--- src/rtl/adc_input_parallel_mc.sv ---
// adc_input_parallel_mc
//   Multi-channel parallel ADC front end. It divides aclk to produce the ADC
//   conversion clock and steps the ADC channel select round-robin. Each
//   conversion is sampled on a fixed divider phase, formatted to the stream
//   width and queued in a FIFO. The FIFO feeds a registered AXI-Stream master
//   with first-word-fall-through behaviour.
//
// Ports
//   aclk, areset            system clock, asynchronous active-high reset
//   ce                      capture enable; 0 freezes the divider, FIFO still drains
//   adc_clk                 registered ADC conversion clock
//   adc_channel_sel         channel currently presented to the ADC mux
//   adc_data                ADC parallel data
//   t*_m_out / tready_m_in  AXI-Stream master (tid = channel, tlast = last channel)
//   overflow / clr_overflow sticky sample-drop flag and its clear
//   fifo_level              FIFO entries plus the output register
module adc_input_parallel_mc #(
  parameter int    DW_ADC     = 10,
  parameter int    DW_BUS     = 16,
  parameter string FILL       = "MSB",
  parameter int    N_CH       = 2,
  parameter int    CLK_DIV    = 4,
  parameter int    CAP_PHASE  = 3,
  parameter int    FIFO_DEPTH = 16,
  parameter int    TWOS_COMP  = 0,
  localparam int   ID_W       = (N_CH > 1) ? $clog2(N_CH) : 1,
  localparam int   LVL_W      = $clog2(FIFO_DEPTH) + 1
) (
  input  logic                aclk,
  input  logic                areset,
  input  logic                ce,
  output logic                adc_clk,
  output logic [ID_W-1:0]     adc_channel_sel,
  input  logic [DW_ADC-1:0]   adc_data,
  output logic [DW_BUS-1:0]   tdata_m_out,
  output logic [DW_BUS/8-1:0] tstrb_m_out,
  output logic [ID_W-1:0]     tid_m_out,
  output logic                tlast_m_out,
  output logic                tvalid_m_out,
  input  logic                tready_m_in,
  output logic                overflow,
  input  logic                clr_overflow,
  output logic [LVL_W-1:0]    fifo_level
);

  localparam int  AW       = $clog2(FIFO_DEPTH);
  localparam int  DIV_W    = $clog2(CLK_DIV);
  localparam int  MEM_W    = ID_W + DW_BUS;
  localparam bit  FILL_MSB = (FILL == "MSB");

  // Divider / channel / capture stage
  logic [DIV_W-1:0]  div_cnt_q, div_cnt_d;
  logic              adc_clk_q, adc_clk_d;
  logic [ID_W-1:0]   chan_q, chan_d;
  logic              cap_vld_q, cap_vld_d;
  logic [DW_ADC-1:0] cap_data_q, cap_data_d;
  logic [ID_W-1:0]   cap_tag_q, cap_tag_d;
  logic              div_wrap;

  // FIFO
  logic [MEM_W-1:0]  mem_q [FIFO_DEPTH];
  logic [AW-1:0]     wr_ptr_q, wr_ptr_d;
  logic [AW-1:0]     rd_ptr_q, rd_ptr_d;
  logic [LVL_W-1:0]  cnt_q, cnt_d;
  logic              fifo_full, fifo_empty, push, pop, drop;
  logic [MEM_W-1:0]  rd_data;

  // Output register and status
  logic              out_vld_q, out_vld_d;
  logic [DW_BUS-1:0] out_data_q, out_data_d;
  logic [ID_W-1:0]   out_tag_q, out_tag_d;
  logic              out_last_q, out_last_d;
  logic              ovf_q, ovf_d;

  // Formatting
  logic [DW_ADC-1:0] sample;
  logic [DW_BUS-1:0] fmt_word;

  assign div_wrap = (div_cnt_q == DIV_W'(CLK_DIV - 1));

  always_comb begin
    div_cnt_d  = div_cnt_q;
    adc_clk_d  = 1'b0;
    chan_d     = chan_q;
    cap_vld_d  = 1'b0;
    cap_data_d = cap_data_q;
    cap_tag_d  = cap_tag_q;
    if (ce) begin
      div_cnt_d = div_wrap ? '0 : div_cnt_q + 1'b1;
      adc_clk_d = (div_cnt_q < DIV_W'(CLK_DIV / 2));
      if (div_cnt_q == DIV_W'(CAP_PHASE)) begin
        cap_vld_d  = 1'b1;
        cap_data_d = adc_data;
        cap_tag_d  = chan_q;
      end
      if (div_wrap && (N_CH > 1)) begin
        chan_d = (chan_q == ID_W'(N_CH - 1)) ? '0 : chan_q + 1'b1;
      end
    end
  end

  always_comb begin
    sample = cap_data_q;
    if (TWOS_COMP != 0) sample[DW_ADC-1] = ~cap_data_q[DW_ADC-1];
    if (FILL_MSB) begin
      fmt_word = DW_BUS'(sample) << (DW_BUS - DW_ADC);
    end else if (TWOS_COMP != 0) begin
      fmt_word = DW_BUS'($signed(sample));
    end else begin
      fmt_word = DW_BUS'(sample);
    end
  end

  // Full is judged on the registered count, so a same-cycle pop never makes
  // room for the incoming write.
  assign fifo_full  = (cnt_q == LVL_W'(FIFO_DEPTH));
  assign fifo_empty = (cnt_q == '0);
  assign push       = cap_vld_q && !fifo_full;
  assign drop       = cap_vld_q && fifo_full;
  assign pop        = !fifo_empty && (!out_vld_q || tready_m_in);
  assign rd_data    = mem_q[rd_ptr_q];

  always_comb begin
    wr_ptr_d   = push ? wr_ptr_q + 1'b1 : wr_ptr_q;
    rd_ptr_d   = pop  ? rd_ptr_q + 1'b1 : rd_ptr_q;
    cnt_d      = cnt_q + LVL_W'(push) - LVL_W'(pop);
    out_vld_d  = out_vld_q;
    out_data_d = out_data_q;
    out_tag_d  = out_tag_q;
    out_last_d = out_last_q;
    // Refill on the same edge as a transfer so back-to-back words have no bubble.
    if (pop) begin
      out_vld_d  = 1'b1;
      out_data_d = rd_data[DW_BUS-1:0];
      out_tag_d  = rd_data[MEM_W-1 -: ID_W];
      out_last_d = (rd_data[MEM_W-1 -: ID_W] == ID_W'(N_CH - 1));
    end else if (tready_m_in) begin
      out_vld_d  = 1'b0;
    end
    ovf_d = ovf_q;
    if (clr_overflow) ovf_d = 1'b0;
    if (drop)         ovf_d = 1'b1;
  end

  always_ff @(posedge aclk or posedge areset) begin
    if (areset) begin
      div_cnt_q  <= '0;
      adc_clk_q  <= 1'b0;
      chan_q     <= '0;
      cap_vld_q  <= 1'b0;
      cap_data_q <= '0;
      cap_tag_q  <= '0;
      wr_ptr_q   <= '0;
      rd_ptr_q   <= '0;
      cnt_q      <= '0;
      out_vld_q  <= 1'b0;
      out_data_q <= '0;
      out_tag_q  <= '0;
      out_last_q <= 1'b0;
      ovf_q      <= 1'b0;
    end else begin
      div_cnt_q  <= div_cnt_d;
      adc_clk_q  <= adc_clk_d;
      chan_q     <= chan_d;
      cap_vld_q  <= cap_vld_d;
      cap_data_q <= cap_data_d;
      cap_tag_q  <= cap_tag_d;
      wr_ptr_q   <= wr_ptr_d;
      rd_ptr_q   <= rd_ptr_d;
      cnt_q      <= cnt_d;
      out_vld_q  <= out_vld_d;
      out_data_q <= out_data_d;
      out_tag_q  <= out_tag_d;
      out_last_q <= out_last_d;
      ovf_q      <= ovf_d;
    end
  end

  // Storage needs no reset; the pointers define what is valid.
  always_ff @(posedge aclk) begin
    if (push) mem_q[wr_ptr_q] <= {cap_tag_q, fmt_word};
  end

  assign adc_clk         = adc_clk_q;
  assign adc_channel_sel = chan_q;
  assign tdata_m_out     = out_data_q;
  assign tstrb_m_out     = {(DW_BUS/8){out_vld_q}};
  assign tid_m_out       = out_tag_q;
  assign tlast_m_out     = out_last_q;
  assign tvalid_m_out    = out_vld_q;
  assign overflow        = ovf_q;
  assign fifo_level      = cnt_q + LVL_W'(out_vld_q);

endmodule

--- config.mk ---
export PLATFORM = sky130hd
export DESIGN_NAME = adc_input_parallel_mc
export DESIGN_NICKNAME = d
export VERILOG_FILES = /design/src/rtl/adc_input_parallel_mc.sv
export SDC_FILE = /design/constraint.sdc
export NUM_CORES = 1
export LEC_CHECK = 0
export CAP_MARGIN = 20
export CORE_ASPECT_RATIO = 2
export CORE_MARGIN = 2
export CORE_UTILIZATION = 63
export DETAILED_ROUTE_END_ITERATION = 16
export DONT_BUFFER_PORTS = 1
export GPL_TIMING_DRIVEN = 0
export PLACE_DENSITY = 0.79
export SYNTH_ARGS = -nofsm -noshare
export SYNTH_HDL_FRONTEND = slang
export SYNTH_SLANG_ARGS = --single-unit
--- constraint.sdc ---
create_clock -name aclk -period 3 [get_ports aclk]
set_input_delay 0.3 -clock aclk [delete_from_list [all_inputs] [get_ports aclk]]
set_output_delay 0.3 -clock aclk [all_outputs]
set_load 0.005 [all_outputs]
Yosys cells after proc, flatten, opt, wreduce, memory -nomap -nowiden. Memories as Yosys holds them, arrays and structs flattened. A register that Yosys moved wholly into a read port is not among the register bits. Index checks and enable logic that the tools add are counted.

Register bits after elaboration: 47. Bits in writable memories: 176. Input bits: 15. Word-level logic and storage cells: 45. Memories: 1.

Memories: mem_q (depth 16, bits a word 11, rd ports 1, clocked after Yosys merged registers in 1, wr ports 1, line 61) `logic [MEM_W-1:0] mem_q [FIFO_DEPTH];`.

Add/subtract/negate cells: 7. $lt $le $gt $ge: 1. Equality and inequality tests: 2. Mux-type cells: 11. Reduce and logical (&&, ||, !) cells: 11.

Operators with widths (number): adder 5 x 1 -> 5 bit (2); two-way mux 1 bit (10); adder 4 x 1 -> 4 bit, second input constant (2); equality test 5 bit, second input constant (1); zero test 5 bit (1); subtractor 5 x 1 -> 5 bit (1); nonzero test 2 bit (2); logical AND 1 bit (3); zero test 1 bit (3); adder 2 x 1 -> 2 bit, second input constant (1); equality test 2 bit, second input constant (1); < comparator 2 bit, second input constant (1); two-way mux 2 bit (1); AND reduction 2 bit (1); adder 1 bit, second input constant (1); logical OR 1 bit (1).

Logic depth before layout (Yosys ltp). Gate-level depths: netlist (run 1).

Depth in word-level cells: 5. Depth in mapped cells: 15.

Worst setup path after synthesis (run 1). Ideal clock, no wire load.

Kind: reg2reg. Start point: register cnt_q[2]. End point: memory mem_q[1][0] (netlist name) (enable). Setup time: 0.408 ns. Arrival: 2.265 ns. Required time: 2.592 ns. Path slack: 0.327 ns. Cell stages (with the launch flop): 8. Path buffers: 1. Path through: dfrtp_1 -> inv_1 -> ha_1 -> nor4bb_1 -> nor2b_1 -> clkbuf_2 -> inv_2 -> nor4_1.

Cells in the longest elaborated chain, start to end: 5.

RTL lines: start, declared (line 64) `logic [LVL_W-1:0] cnt_q, cnt_d;`; start signal, assigned (line 170) `cnt_q <= cnt_d;`; equality test 5 bit (line 116) `assign fifo_full = (cnt_q == LVL_W'(FIFO_DEPTH));`; zero test 1 bit (line 118) `assign push = cap_vld_q && !fifo_full;`; logical AND 1 bit (line 118); two-way mux 1 bit (line 181) `if (push) mem_q[wr_ptr_q] <= {cap_tag_q, fmt_word};`; two-way mux 1 bit (implied by the code) (line 181); end, declared (line 61).

Every way passes these cells.

Final worst setup path (run 1).
Start point: register cnt_q[2]. End point: memory mem_q[14][0] (netlist name) (enable).

The elaborated chain is that of the path after synthesis.

==> results.md, run 1 <==
- Outcome: completed
- Ports: 44
- Num CTS Buffers: 18
- Final setup violation count: 0
- Clock share of power: 24.8%
- Layout fillers: 788
- Post-DP HPWL: 11.6 mm
- Post-Syn Instances: 447
- TritonCTS clock tree: built
- Clk buf depth: 3
- Most frequent cells in the layout: 176 x edfxtp_1, 44 x mux4_2, 40 x dfrtp_1, 21 x buf_4, 19 x clkbuf_16
- Minimum clock period: 2.84 ns
- Layout cells sized above 1: 25.4%
- Flop and latch count out of synthesis: 218
- Metal-1 WL: 5.61 mm
- Max VDD drop: 0.000784 V
- Register area: 0.00634 sq mm
- Adder-cell share of the synthesized area: 2.53%
- Multi-input logic area: 0.00216 sq mm
- Crit path launch type: flop
- Ant. Diodes: 0
- Vias in the first global route: 4618
- Xor/xnor cell area share of the yosys netlist: 1.41%
- FMAX: 0.352 GHz
- Crit Path Max Fanout: 11
- Reg2Reg Setup Slack: 0.16 ns
- Compound-Gate Fraction of Synth Area: 2.38%
- PwrDens: 958 mW/mm^2
- Area Overhead vs Synth: 12.6%
- Max-cap violations: 0
- Highest metal used: met4
- Metal3 WL: 745 um
- All-Layer GR Usage: 24.1%
- Most frequent CP cell: buf_4
- Row Count: 60
- CTS H-tree lvls: 1
- Root Driver: clkbuf_16
- Max-slew headroom: 24.1%
- Die area: 0.0148 sq mm
- Final setup margin: 0.157 ns
- Final hold viol count: 0
- Tcrit/Tclk final: 94.8%
- TritonRoute pass-1 iters: 4
- WP data arrival: 2.93 ns
- Met2 WL: 9.91 mm
- Worst setup path category: flop to flop
- Total Power: 9.37 mW
- Post-layout util: 72.8%
- Crit path max-delay cell type: nor2_1
- 1st-iter DRT viols: 307
- Final TNS setup: 0 ns
- DR vias: 4213
- CP delay by family, top: simple AND/OR/NAND/NOR gates
- Worst Path Required: 3.09 ns
- Count of cell types in the netlist: 38
- Residual DRC: 0
- Vias per Instance: 6.36
- Post-synth EDFFs: 176
- Die height: 170 um
- Worst hold path class: primary input to flop
- Layout Skew: 0.0124 ns
- Buffers on Ports: 0
- Switch Pwr: 2.82 mW
- Most common cell after layout, fill and taps aside: edfxtp_1
- Clk slew on worst S/H paths: 0.07 ns
- Synth Warn #: 0
- Initial antenna violation count: 0
- Clock sinks: 218
- Starting Density: 64.6%
- WL final: 16.8 mm
- Chip width: 87.0 um
- WP buf/inv: 3
- Crit path cell chain: inv_1 > ha_1 > nor4bb_4 > buf_4 > nor2b_4 > buf_4 > nand3_1 > nor2_1
- Main flop type after synthesis: edfxtp_1
- Max-slew violations: 0
- Net count, final: 527
- Post-Synth Simple-Gate Area: 3.00%
- Worst-skew pair later-pin latency: 0.48 ns
- Crit. End Element: flop
- Reg power frac: 48.6%
- Worst-Margin Slew: 1.13 ns
- Mean Syn Cell Area: 19.4 sq um
- Sw Share: 30.1%
- Asr flop ratio synth: 19.3%
- ANT nets after route: 0
- WL per Instance: 25.3 um
- Slowest stage delay, CP: 0.91 ns
- Core Footprint: 0.0134 sq mm
- First-pass GRT wire length: 25.9 mm
- Leakage power: 3.44 nW
- Total gr overflow: 0
- Comb pwr share: 26.6%
- Largest net degree at the start of global routing: 27
- Post-Synthesis Cell Area: 0.00869 sq mm
- Multiplexer share of the synthesized area: 14.6%
- Final Wtd Congestion: 0.778
- P_int: 6.55 mW
- Seq/Total Area, Yosys: 72.9%
- Combinational family with the most area after synthesis: multiplexers
- Pre-CTS setup slack: -0.278 ns
==> timing repair <==
| item | 4_1_cts | 5_1_grt |
|---|---|---|
| hold buffers | 14 | 0 |
| setup buffers | 1 | 2 |
| hold endpoints to repair | 31 | 0 |
| pin swaps | 1 | 0 |
| gates resized for setup | 4 | 6 |
| endpoints found under the setup margin | 4 | 8 |
==> stage by stage <==
stage	cells	hold WS, ns	area, sq um
floorplan	452	0.393	8710
global placement	607	0.397	8900
detailed placement	612	0.217	8970
CTS	659	0.190	9730
global route	662	0.215	9780
finish	662	0.186	9780
==> registers in the layout, indices dropped and copies added (netlist names), 2 cells and up <==
signal / cells
mem_q: 176
cap_data_q: 10
tdata_m_out: 10
cnt_q: 5
rd_ptr_q: 4
wr_ptr_q: 4
div_cnt_q: 2
==> logic make-up (layout without fill, tap and decap cells) <==
group | after synthesis | count (layout)
muxes | 70 | 70
adders and majority gates | 17 | 17
and+or+nand+nor | 48 | 48
AOI/OAI and AO/OA | 29 | 29
buffers and inverters | 50 | 105
DFF | 218 | 218
xor gates and xnor gates | 14 | 14
other | 1 | 6
==> Yosys cell counts (all sizes together), types with 2 or more instances <==
cell type,count,area share [%]
a21oi,3,0.22
nand4,2,0.14
nor2b,2,0.14
nor3b,3,0.26
mux4,44,11
dfrtp,42,12
xnor2,10,1.0
edfxtp,176,61
nor2,15,0.65
buf,25,2.0
nor4,4,0.29
o22ai,10,0.72
xor2,4,0.40
and2,9,0.65
mux2,14,1.8
clkbuf,5,0.23
nand2,7,0.30
mux2i,12,1.4
o21ai,3,0.17
nand2b,2,0.14
inv,20,0.86
ha,16,2.3
a221oi,10,1.0
==> worst reg2reg max path, cell delays in order (launching register included) <==
cell and delay [ns]:
dfrtp_2 0.42, inv_1 0.08, ha_1 0.23, nor4bb_4 0.16
buf_4 0.18, nor2b_4 0.18, buf_4 0.17, nand3_1 0.14
nor2_1 0.91
==> worst paths after layout <==
path	from	end	cells after the start
min in group asynchronous	areset	tlast_m_out$_DFFE_PP0P_	2
setup reg to reg	cnt_q[2]$_DFF_PP0_	mem_q[14][0]$_DFFE_PP_	8
setup / recovery	cnt_q[2]$_DFF_PP0_	mem_q[14][0]$_DFFE_PP_	8
hold reg to reg	div_cnt_q[1]$_DFFE_PP0P_	adc_clk$_DFF_PP0_	1
hold / removal	ce	cap_tag_q$_DFFE_PP0P_	2
max in group asynchronous	areset	cnt_q[3]$_DFF_PP0_	3
==> power groups by stage <==
| stage | logic (mW) | registers [mW] | clock network (mW) |
|---|---|---|---|
| floorplan | 1.88 | 4.38 | 0 |
| global placement | 2.31 | 4.54 | 0 |
| detailed placement | 2.42 | 4.60 | 0 |
| CTS | 2.49 | 4.55 | 2.34 |
| global route | 2.70 | 4.64 | 2.44 |
| finish | 2.49 | 4.55 | 2.32 |
==> routing by layer <==
layer	up-vias	track usage, %
li1	1824	-
met4	0	10.5
met1	2197	27.2
met3	35	3.01
met2	157	44.6
met5	-	0
==> area by class of cell <==
type	count	share of cell area [%]
inverters	20	0.793
repair buffers	24	2.33
clock buffers	20	4.90
flip-flops and latches	218	64.8
plain buffers	29	1.96
multi-input cells	184	22.1
well taps	155	1.98
clock inverters	12	1.10
Power figures use the tool's default switching activity.
==> run 2, diff against run 1 <==
- ABC_AREA: not set -> 1
- CORE_UTILIZATION: 63 -> 55
- MAX_ROUTING_LAYER: not set -> met4
- PLACE_DENSITY: 0.79 -> 0.7
==> results.md, run 2 <==
- Outcome: completed
- Max VDD drop: 0.000769 V (-1.9%)
- Final Cell Area: 0.0106 sq mm (+8.5%)
- Hold path startpoint: tready_m_in
- Net count, final: 1018 (+93%)
- Buffers on Ports: 0 (unchanged)
- Layout fillers: 1413 (+79%)
- Clk buf depth: 3 (unchanged)
- Most common cell after layout, fill and taps aside: nand2_1
- Layout Skew: 0.0186 ns (+0.00622 ns)
- Layout cells sized above 1: 7.52% (-18 points)
- Most frequent CP cell: inv_1
- Synth area leaders: edfxtp_1 55%, nand2_1 12%, dfrtp_1 11%
- TritonRoute pass-1 iters: 5 (+1)
- Mean Syn Cell Area: 10.1 sq um (-48%)
- Final TNS setup: 0 ns (unchanged)
- PwrDens: 970 mW/mm^2 (+1.2%)
- Multi-input logic area: 0.00237 sq mm (+9.5%)
- Worst Path Required: 3.36 ns (+0.27 ns)
- Crit. End Element: flop
- Crit path cell chain: inv_1 > ha_1 > nand4_1 > nand2_2 > inv_1 > clkbuf_4 > ha_1 > inv_1 > ha_1 > inv_1 > fa_1 > o21ai_2 > a21oi_1 > xor2_1
- Worst-Margin Slew: 1.11 ns (-0.0207 ns)
- Ant. Diodes: 0 (unchanged)
- Core Footprint: 0.0172 sq mm (+28%)
- Post-Synthesis Cell Area: 0.00957 sq mm (+10%)
- Total Power: 10.3 mW (+9.9%)
- Crit Path Max Fanout: 10 (-1)
- Number of cells on the worst reg-to-reg path: 14 (+6)
- Ports: 44 (unchanged)
- WL per Instance: 19.3 um (-24%)
- Hold path depth: 3 (+1)
- RSZ-0062 raised after global routing: no
- Root Driver: clkbuf_16
- Worst hold path class: primary input to flop
- Die height: 191 um (+12%)
- Synth area leader: edfxtp_1
- Asr flop ratio synth: 19.3% (unchanged)
- Post-synth EDFFs: 176 (unchanged)
- Final hold viol count: 0 (unchanged)
- Post-DP HPWL: 16.3 mm (+41%)
- Worst hold slack: 0.0333 ns (-0.153 ns)
- Worst-skew pair later-pin latency: 0.49 ns (about the same)
- Max-slew violations: 0 (unchanged)
- Top reg by flops: mem_q
- Row Count: 68 (+13%)
- Most numerous cell in the Yosys netlist: nand2_1
- DR vias: 6431 (+53%)
- 1st-iter DRT viols: 525 (+71%)
- Post-synth top cells: 316 x nand2_1, 176 x edfxtp_1, 161 x inv_1, 134 x nand3_1, 42 x dfrtp_1
- Synth Warn #: 0 (unchanged)
- Initial antenna violation count: 0 (unchanged)
- WL final: 23.2 mm (+39%)
- Main flop type after synthesis: edfxtp_1
- Hold Path End: tvalid_m_out$_DFFE_PP0P_
- Reg2Reg Setup Slack: 0.20 ns (+0.04 ns)
- Number of flip-flops in the largest register: 176 (unchanged)
- Crit path launch type: flop
- WP data arrival: 3.16 ns (+0.23 ns)
- Chip width: 97.3 um (+12%)
- Max-cap violations: 0 (unchanged)
- Count of cell types in the netlist: 21 (-45%)
- Vias per Instance: 5.33 (-16%)
- Area Overhead vs Synth: 10.9%
- Flop and latch count out of synthesis: 218 (unchanged)
- Register area: 0.00634 sq mm (about the same)
- Crit Reg-Reg Startpoint: cnt_q[2]$_DFF_PP0_
- Worst setup path category: flop to flop
- Most frequent cells in the layout: 315 x nand2_1, 176 x edfxtp_1, 159 x inv_1, 134 x nand3_1, 41 x dfrtp_1
- Minimum clock period: 2.80 ns (-0.0447 ns)
- Post-Syn Instances: 943 (+110%)
- Crit path max-delay cell type: dfrtp_2
- First-pass GRT wire length: 35.7 mm (+38%)
- TritonCTS clock tree: built
- Residual DRC: 0 (unchanged)
- Tcrit/Tclk final: 93.3% (-1.5 points)
- Starting Density: 55.7% (-9.0 points)
- Final Wtd Congestion: 0.995 (+28%)
- Max-slew headroom: 25.5% (+1.4 points)
- Num CTS Buffers: 18 (unchanged)
- Post-layout util: 61.8% (-11 points)
- FMAX: 0.357 GHz (+1.6%)
- Largest net degree at the start of global routing: 33 (+22%)
- ANT nets after route: 0 (unchanged)
- Seq/Total Area, Yosys: 66.2% (-6.7 points)
- CTS H-tree lvls: 1 (unchanged)
- Total gr overflow: 0 (unchanged)
- Area after DPL: 0.00988 sq mm (+10%)
- Die area: 0.0185 sq mm (+25%)
- Slowest stage delay, CP: 0.44 ns (-0.47 ns)
- Vias in the first global route: 6420 (+39%)
- Clk slew on worst S/H paths: 0.06 ns (about the same)
- Yosys top cell area share: 55.2% (-5.6 points)
- Leakage power: 4.81 nW (+40%)
- Clock sinks: 218 (unchanged)
- All-Layer GR Usage: 26.5% (+2.4 points)
- Final setup violation count: 0 (unchanged)
- FF-to-FF End: cnt_q[4]$_DFF_PP0_
-- run 2: cell count changes after synthesis, sizes merged, moves of 12 or more --
| cell | previous run | this run |
|---|---|---|
| mux2i | 12 | 0 |
| mux4 | 44 | 0 |
| inv | 20 | 163 |
| buf | 25 | 38 |
| mux2 | 14 | 0 |
| nand3 | 1 | 134 |
| nand2 | 7 | 316 |
-- run 2: area by class of cell --
cell class	count	area share (%)
repair buffers	18	1.73
clock buffers	27	4.95
inverters	163	5.79
clock inverters	4	0.436
well taps	210	2.48
multi-input cells	520	22.3
plain buffers	47	2.57
flip-flops and latches	218	59.7
-- run 2: worst max-delay path: cells and delay by family, from the launching register on --
kind	cells	cell delay (ns)
flip-flops	1	0.44
buffers and inverters	5	0.54
AND/OR/NAND/NOR	2	0.25
adder cells (fa/ha/maj)	4	1.05
AO/OA/AOI/OAI	2	0.25
XOR/XNOR	1	0.14
-- run 2: kinds of logic after synthesis --
kind of cell             share of synthesized area (%)
AO/OA/AOI/OAI                                    0.536
buffers and inverters                             9.25
other                                           0.0392
XOR/XNOR                                          1.28
AND/OR/NAND/NOR                                   20.4
adder cells (fa/ha/maj)                           2.30
flip-flops                                        66.2
-- run 2: how the worst max path moves through the flow --
| stage | start | to | cells after the start |
|---|---|---|---|
| after global placement | cnt_q[3]$_DFF_PP0_ | cnt_q[4]$_DFF_PP0_ | 14 |
| after detailed placement | cnt_q[3]$_DFF_PP0_ | cnt_q[4]$_DFF_PP0_ | 14 |
| final | cnt_q[2]$_DFF_PP0_ | cnt_q[4]$_DFF_PP0_ | 14 |
| after global routing | cnt_q[2]$_DFF_PP0_ | cnt_q[4]$_DFF_PP0_ | 14 |
| after CTS | cnt_q[2]$_DFF_PP0_ | cnt_q[4]$_DFF_PP0_ | 14 |
| after floorplan | cnt_q[2]$_DFF_PP0_ | cnt_q[4]$_DFF_PP0_ | 14 |
-- run 2: layer usage --
layer / vias to the layer above / global-route usage, % / part of all wire (%)
met2: 255 / 47.4 / 53
li1: 3062 / - / -
met1: 3022 / 28.3 / 34
met4: 0 / 16.5 / 7.3
met5: - / - / 0
met3: 92 / 2.20 / 5.0
-- run 2: where the power goes --
group,switching (mW),leakage [nW],internal [mW],total [mW]
combinational,2.28,2.42,1.06,3.34
clock,1.03,0.282,1.30,2.34
sequential,0.670,2.11,3.94,4.61
total,3.98,4.81,6.31,10.3
-- run 2: through the flow --
step | setup WS (ns) | cells
5_1_grt | 0.0236 | 1207
3_3_place_gp | -0.0121 | 1158
4_1_cts | 0.0358 | 1205
2_1_floorplan | 0.443 | 948
6_report | 0.202 | 1207
3_5_place_dp | -0.116 | 1160
-- run 2: repair_timing --
item                                    4_1_cts  5_1_grt
resized for setup                             1        5
hold buffers                                 13        0
hold endpoints to repair                     56        0
pin swaps                                     1        0
endpoints found under the setup margin        1        1
setup buffers                                 1        0
